`config.mk`:
```
export PLATFORM = sky130hd
export DESIGN_NAME = wishbone_stream_ctl
export DESIGN_NICKNAME = d
export VERILOG_FILES = /design/src/rtl/wishbone_stream_ctl.sv
export SDC_FILE = /design/constraint.sdc
export NUM_CORES = 1
export LEC_CHECK = 0
export CORE_MARGIN = 3
export CORE_UTILIZATION = 52
export CTS_CLUSTER_SIZE = 28
export DETAILED_ROUTE_END_ITERATION = 16
export PLACE_DENSITY = 0.85
export SKIP_LAST_GASP = 1
export SYNTH_ARGS = -nofsm -noshare
export SYNTH_HDL_FRONTEND = slang
export SYNTH_SLANG_ARGS = --single-unit
```
`constraint.sdc`:
```
create_clock -name wb_clk_i -period 4 [get_ports wb_clk_i]
set_input_delay 0.8 -clock wb_clk_i [delete_from_list [all_inputs] [get_ports wb_clk_i]]
set_output_delay 0.8 -clock wb_clk_i [all_outputs]
set_load 0.02 [all_outputs]
```
`src/rtl/wishbone_stream_ctl.sv`:
```
// Wishbone slave bridging the management bus to the enclave core: host-to-core and
// core-to-host word FIFOs plus CONFIG, STATUS and CTRL registers with sticky error flags.
module wishbone_stream_ctl #(
    parameter logic [31:0] BASE_ADDR = 32'h3000_0000,
    parameter int unsigned IN_DEPTH  = 8,
    parameter int unsigned OUT_DEPTH = 8
) (
    input  logic        wb_clk_i,
    input  logic        wb_rst_ni,
    input  logic        wbs_stb_i,
    input  logic        wbs_cyc_i,
    input  logic        wbs_we_i,
    input  logic [3:0]  wbs_sel_i,
    input  logic [31:0] wbs_adr_i,
    input  logic [31:0] wbs_dat_i,
    output logic        wbs_ack_o,
    output logic [31:0] wbs_dat_o,
    output logic        in_valid,
    output logic [31:0] in_data,
    input  logic        in_ready,
    input  logic        out_valid,
    input  logic [31:0] out_data,
    output logic        out_ready,
    output logic        config_en,
    output logic [31:0] config_data,
    output logic        irq
);
    localparam int unsigned IAW = $clog2(IN_DEPTH);
    localparam int unsigned OAW = $clog2(OUT_DEPTH);
    localparam logic [IAW:0] IN_FULL_CNT  = IN_DEPTH[IAW:0];
    localparam logic [OAW:0] OUT_FULL_CNT = OUT_DEPTH[OAW:0];

    logic [31:0]  in_mem_q  [IN_DEPTH];
    logic [31:0]  out_mem_q [OUT_DEPTH];
    logic [IAW-1:0] in_wr_q, in_wr_d, in_rd_q, in_rd_d;
    logic [IAW:0]   in_cnt_q, in_cnt_d;
    logic [OAW-1:0] out_wr_q, out_wr_d, out_rd_q, out_rd_d;
    logic [OAW:0]   out_cnt_q, out_cnt_d;
    logic        ack_q, ack_d;
    logic [31:0] dat_q, dat_d;
    logic [31:0] config_q, config_d;
    logic        config_en_q, config_en_d;
    logic [1:0]  ctrl_q, ctrl_d;
    logic        ovf_q, ovf_d, unf_q, unf_d, irq_q, irq_d;

    logic        hit_s, acc_s;
    logic        in_full_s, in_empty_s, out_full_s, out_empty_s;
    logic        in_push_s, in_pop_s, out_push_s, out_pop_s, flush_s;
    logic        ovf_set_s, ovf_clr_s, unf_set_s, unf_clr_s;
    logic [31:0] status_s;
    logic        unused_s;

    assign hit_s       = wbs_stb_i & wbs_cyc_i & (wbs_adr_i[31:4] == BASE_ADDR[31:4]);
    assign acc_s       = hit_s & ~ack_q;
    assign in_full_s   = (in_cnt_q == IN_FULL_CNT);
    assign in_empty_s  = (in_cnt_q == {(IAW+1){1'b0}});
    assign out_full_s  = (out_cnt_q == OUT_FULL_CNT);
    assign out_empty_s = (out_cnt_q == {(OAW+1){1'b0}});
    assign in_pop_s    = in_ready & ~in_empty_s;
    assign out_push_s  = out_valid & ~out_full_s;
    assign status_s    = {6'b0, unf_q, ovf_q, 4'b0, out_empty_s, out_full_s, in_empty_s,
                          in_full_s, 8'(out_cnt_q), 8'(in_cnt_q)};
    assign unused_s    = ^wbs_adr_i[1:0];

    // Bus decode: one accepted transaction selects register access or FIFO operation
    always_comb begin
        dat_d       = dat_q;
        config_d    = config_q;
        config_en_d = 1'b0;
        ctrl_d      = ctrl_q;
        in_push_s   = 1'b0;
        out_pop_s   = 1'b0;
        flush_s     = 1'b0;
        ovf_set_s   = 1'b0;
        ovf_clr_s   = 1'b0;
        unf_set_s   = 1'b0;
        unf_clr_s   = 1'b0;
        if (acc_s) begin
            case (wbs_adr_i[3:2])
                2'd0: begin
                    if (wbs_we_i) begin
                        // A same-edge core pop frees the slot a full FIFO needs
                        if (~in_full_s | in_pop_s) begin
                            in_push_s = 1'b1;
                        end else begin
                            ovf_set_s = 1'b1;
                        end
                    end else if (out_empty_s) begin
                        dat_d     = 32'h0000_0000;
                        unf_set_s = 1'b1;
                    end else begin
                        dat_d     = out_mem_q[out_rd_q];
                        out_pop_s = 1'b1;
                    end
                end
                2'd1: begin
                    if (wbs_we_i) begin
                        ovf_clr_s = wbs_dat_i[24];
                        unf_clr_s = wbs_dat_i[25];
                    end else begin
                        dat_d = status_s;
                    end
                end
                2'd2: begin
                    if (wbs_we_i) begin
                        config_en_d = 1'b1;
                        for (int b = 0; b < 4; b++) begin
                            if (wbs_sel_i[b]) begin
                                config_d[8*b +: 8] = wbs_dat_i[8*b +: 8];
                            end else begin
                                config_d[8*b +: 8] = config_q[8*b +: 8];
                            end
                        end
                    end else begin
                        dat_d = config_q;
                    end
                end
                2'd3: begin
                    if (wbs_we_i) begin
                        ctrl_d  = wbs_dat_i[1:0];
                        flush_s = wbs_dat_i[2];
                    end else begin
                        dat_d = {30'h0, ctrl_q};
                    end
                end
                default: begin
                    dat_d = dat_q;
                end
            endcase
        end else begin
            dat_d = dat_q;
        end
    end

    // FIFO pointer/count bookkeeping, sticky flags and interrupt source
    always_comb begin
        in_wr_d   = in_wr_q;
        in_rd_d   = in_rd_q;
        in_cnt_d  = in_cnt_q;
        out_wr_d  = out_wr_q;
        out_rd_d  = out_rd_q;
        out_cnt_d = out_cnt_q;
        if (flush_s) begin
            in_wr_d   = {IAW{1'b0}};
            in_rd_d   = {IAW{1'b0}};
            in_cnt_d  = {(IAW+1){1'b0}};
            out_wr_d  = {OAW{1'b0}};
            out_rd_d  = {OAW{1'b0}};
            out_cnt_d = {(OAW+1){1'b0}};
        end else begin
            if (in_push_s) in_wr_d = in_wr_q + IAW'(1'b1);
            else           in_wr_d = in_wr_q;
            if (in_pop_s)  in_rd_d = in_rd_q + IAW'(1'b1);
            else           in_rd_d = in_rd_q;
            if (out_push_s) out_wr_d = out_wr_q + OAW'(1'b1);
            else            out_wr_d = out_wr_q;
            if (out_pop_s)  out_rd_d = out_rd_q + OAW'(1'b1);
            else            out_rd_d = out_rd_q;
            case ({in_push_s, in_pop_s})
                2'b10:   in_cnt_d = in_cnt_q + (IAW+1)'(1'b1);
                2'b01:   in_cnt_d = in_cnt_q - (IAW+1)'(1'b1);
                default: in_cnt_d = in_cnt_q;
            endcase
            case ({out_push_s, out_pop_s})
                2'b10:   out_cnt_d = out_cnt_q + (OAW+1)'(1'b1);
                2'b01:   out_cnt_d = out_cnt_q - (OAW+1)'(1'b1);
                default: out_cnt_d = out_cnt_q;
            endcase
        end
        if (ovf_set_s)      ovf_d = 1'b1;
        else if (ovf_clr_s) ovf_d = 1'b0;
        else                ovf_d = ovf_q;
        if (unf_set_s)      unf_d = 1'b1;
        else if (unf_clr_s) unf_d = 1'b0;
        else                unf_d = unf_q;
        ack_d = acc_s;
        irq_d = (ctrl_q[0] & ~out_empty_s) | (ctrl_q[1] & (ovf_q | unf_q));
    end

    // Control and status state
    always_ff @(posedge wb_clk_i or negedge wb_rst_ni) begin
        if (!wb_rst_ni) begin
            in_wr_q     <= {IAW{1'b0}};
            in_rd_q     <= {IAW{1'b0}};
            in_cnt_q    <= {(IAW+1){1'b0}};
            out_wr_q    <= {OAW{1'b0}};
            out_rd_q    <= {OAW{1'b0}};
            out_cnt_q   <= {(OAW+1){1'b0}};
            ack_q       <= 1'b0;
            dat_q       <= 32'h0000_0000;
            config_q    <= 32'h0000_0000;
            config_en_q <= 1'b0;
            ctrl_q      <= 2'b00;
            ovf_q       <= 1'b0;
            unf_q       <= 1'b0;
            irq_q       <= 1'b0;
        end else begin
            in_wr_q     <= in_wr_d;
            in_rd_q     <= in_rd_d;
            in_cnt_q    <= in_cnt_d;
            out_wr_q    <= out_wr_d;
            out_rd_q    <= out_rd_d;
            out_cnt_q   <= out_cnt_d;
            ack_q       <= ack_d;
            dat_q       <= dat_d;
            config_q    <= config_d;
            config_en_q <= config_en_d;
            ctrl_q      <= ctrl_d;
            ovf_q       <= ovf_d;
            unf_q       <= unf_d;
            irq_q       <= irq_d;
        end
    end

    // FIFO storage; contents are meaningful only between the pointers
    always_ff @(posedge wb_clk_i) begin
        if (in_push_s & ~flush_s) begin
            in_mem_q[in_wr_q] <= wbs_dat_i;
        end
        if (out_push_s & ~flush_s) begin
            out_mem_q[out_wr_q] <= out_data;
        end
    end

    assign wbs_ack_o   = ack_q;
    assign wbs_dat_o   = dat_q;
    assign in_valid    = ~in_empty_s;
    assign in_data     = in_mem_q[in_rd_q];
    assign out_ready   = ~out_full_s;
    assign config_en   = config_en_q;
    assign config_data = config_q;
    assign irq         = irq_q;
endmodule

```
==> metrics.cfg <==
[clocking]
post_cts_resized = 0
clock-sinks = 603
htreeDepth = 2
clockBufferDepth = 3
cts_setup_buffers = 0
cts_hold_buf = 0
clk-insertion-delay-late_ns = 0.58
root_buffer = clkbuf_16
cts_buffers = 55
cts.clk_slew.worst_paths_ns = 0.07
cts_tree = done

[timing]
tightest_slew_ns = 0.892
worst_hold_slack_ns = 0.325
fin_crit_ns = 3.78
setup_tns_ns = 0
max_freq_mhz = 265
hold_violations = 0
rsz0062_at_grt = no
relSlewSlack_pct = 40.5
setup_violations = 0
maxSlewViolCount = 0
period_share_pct = 94.4
skew_ns = 0.0182
fin_ws_ns = 0.225

[worst_setup_path]
cp-end-kind = output pin
crit_type = register to output pin
crit_chain = buf_4 -> mux4_2 -> mux2_2 -> clkdlybuf4s50_1
crit_arrival_ns = 2.98
crit_buf_inv = 2
cp_data_required_time_ns = 3.20
critical_path.top_delay_family = multiplexers
crit_path_start_kind = register
path_max_fanout = 14
cp_slowest_stage_delay_ns = 0.67
cp_slowest_cell = dfrtp_4

[yosys]
synth_seq_cells = 603
postSynthAreaPerCell_um2 = 19.9
synth_edf_count = 512
synth_cells = 1195
synth_flop_cell = edfxtp_1
netlist-cell-type-count = 56
syn-cell-area_um2 = 23800
synth_warnings = 0
synth_fp_nets = 1310
yosysSeqAreaShare_pct = 74.2
synthArstFlopShare_pct = 15.1

[global_route]
grt_pass1_vias = 13180
antenna_found_initial = 10
overflow = 0
grt_max_degree = 63
grt_pass1_wl_um = 82400
track_usage_pct = 22.9

[floorplan]
io_pins = 208
core_area_um2 = 44700
initial_core_util_pct = 53.2
die_x_um = 220
die_y_um = 220
num_rows = 77
die_area_um2 = 48300

[detailed_routing]
routedWlPerCell_um = 26.4
ant_nets = 0
vias = 12644
drc = 0
initialDrtViolationCount = 1383
firstDrtPassIters = 5
via_per_inst = 6.05
wl_um = 55100

[place]
hpwl_um = 33900
place_ws_ns = 0.176
place_congestion = 0.881
io_buffers = 205

[power_and_ir_drop]
power_mw = 14.0
p_per_area_nw_per_um2 = 483
p_leak_nw = 9.62
ir_worst_vdd_uv = 290

[finish]
fill_cells = 2838
layout.nets = 1565
area_growth_syn_to_layout_pct = 21.8
layout-drive-gt1-share_pct = 25.8

[run]
cap_violations = 0

[outcome]
status = finished, final reports clean

[hold_path]
hp-class = primary input to async pin

[flip-flops by register name, summed over array words and instances (netlist names), 2 cells and up]
register     count
out_mem_q      256
out_rd_q         3
ctrl_q           2
out_cnt_q        4
in_rd_q          3
in_cnt_q         4
wbs_dat_o       32
in_wr_q          3
out_wr_q         3
config_data     32
in_mem_q       256
[stage by stage]
stage               cell area, um2  utilization [%]  instances
floorplan                    23800                -       1195
global placement             27000             60.3       1984
detailed placement           27000             60.3       1984
CTS                          28900             64.7       2086
global route                 28900             64.8       2088
finish                       29000             64.8       2091
[synth_stat cells (2+ instances only)]
master / n / area share, %
a211oi_1: 2 / 0.063
nand2_1: 18 / 0.28
buf_1: 11 / 0.17
nor4_2: 5 / 0.26
and2_1: 3 / 0.079
nor3b_1: 3 / 0.095
xor2_1: 4 / 0.15
nor2b_1: 9 / 0.24
a221oi_1: 12 / 0.44
and3_1: 2 / 0.053
mux2_2: 70 / 3.3
mux4_2: 128 / 12
nand2b_1: 3 / 0.079
nor2_1: 89 / 1.4
nand4_4: 2 / 0.18
nor4_4: 4 / 0.36
mux2i_1: 37 / 1.6
edfxtp_1: 512 / 65
xnor2_1: 4 / 0.15
ha_1: 8 / 0.42
and3b_1: 4 / 0.15
o21a_1: 3 / 0.095
buf_2: 20 / 0.42
dfrtp_1: 91 / 9.6
nand3_2: 4 / 0.17
o21ai_0: 5 / 0.11
nand3_1: 6 / 0.13
inv_1: 8 / 0.13
or4_1: 2 / 0.063
a211o_1: 2 / 0.074
a31oi_1: 5 / 0.13
nor4_1: 5 / 0.13
clkbuf_1: 27 / 0.43
nor3_1: 11 / 0.23
a21oi_1: 55 / 1.2
[where the power goes]
part | internal (mW) | total, mW | switching, mW
Combinational | 0.388 | 1.00 | 0.612
Sequential | 7.26 | 7.45 | 0.189
Clock | 3.34 | 5.55 | 2.21
Total | 11.0 | 14.0 | 3.01
[metal layers]
metal	part of all wire [%]	global-route usage [%]
met5	0.11	0
met4	3.0	7.66
met3	8.3	4.98
met2	51	38.4
met1	37	30.2
[placed cells by master (no fill, tap or decap), types with 4 or more instances in the layout]
master / n
clkinv_1: 7
a221oi_1: 12
xor2_1: 4
inv_1: 8
mux4_2: 128
a21oi_1: 55
mux2_2: 70
edfxtp_1: 512
ha_1: 8
xnor2_1: 4
nor2_1: 81
nor4_1: 4
nor4_4: 6
a31oi_1: 5
nor4_2: 4
clkinv_2: 14
nor2b_1: 9
clkdlybuf4s50_1: 204
nand3_2: 4
buf_4: 39
nand3_1: 6
bufinv_16: 10
nor3_1: 6
nor2_2: 7
o21ai_0: 5
diode_2: 4
mux2i_1: 37
clkbuf_1: 6
nand2_1: 18
buf_12: 13
clkbuf_16: 58
and3b_1: 4
dfrtp_1: 86
[cells by family after synthesis]
logic type	count (synthesis)	synth area share, %
AO/OA/AOI/OAI	91	2.34
XOR/XNOR	10	0.458
adder cells (fa/ha/maj)	8	0.421
buffers and inverters	67	1.18
flip-flops	603	74.2
multiplexers	236	17.0
AND/OR/NAND/NOR	180	4.31
[path summary, 6_finish.rpt]
kind / end / start / depth (start not counted) / slack [ns]
setup / recovery: in_data[8] / in_rd_q[0] / 4 / 0.22
min in group wb_clk_i: irq / ctrl_q[0] / 2 / 0.52
setup reg to reg: in_cnt_q[2] / in_cnt_q[0] / 10 / 0.74
hold reg to reg: irq / ctrl_q[0] / 2 / 0.52
hold / removal: wbs_dat_o[26] / wb_rst_ni / 1 / 0.33
max in group asynchronous: wbs_dat_o[13] / wb_rst_ni / 2 / 2.71
[area by class of cell]
type	count	area, um2	area share [%]
Inverter	8	30.0	0.104
Clock buffer	67	1520	5.23
Timing Repair Buffer	257	2620	9.06
Sequential cell	603	17700	61.0
Multi-Input combinational cell	525	5940	20.5
Antenna cell	4	10.0	0.0346
Clock inverter	35	429	1.48
Tap cell	592	741	2.56
Note: power is estimated with default switching activity, not from simulation.
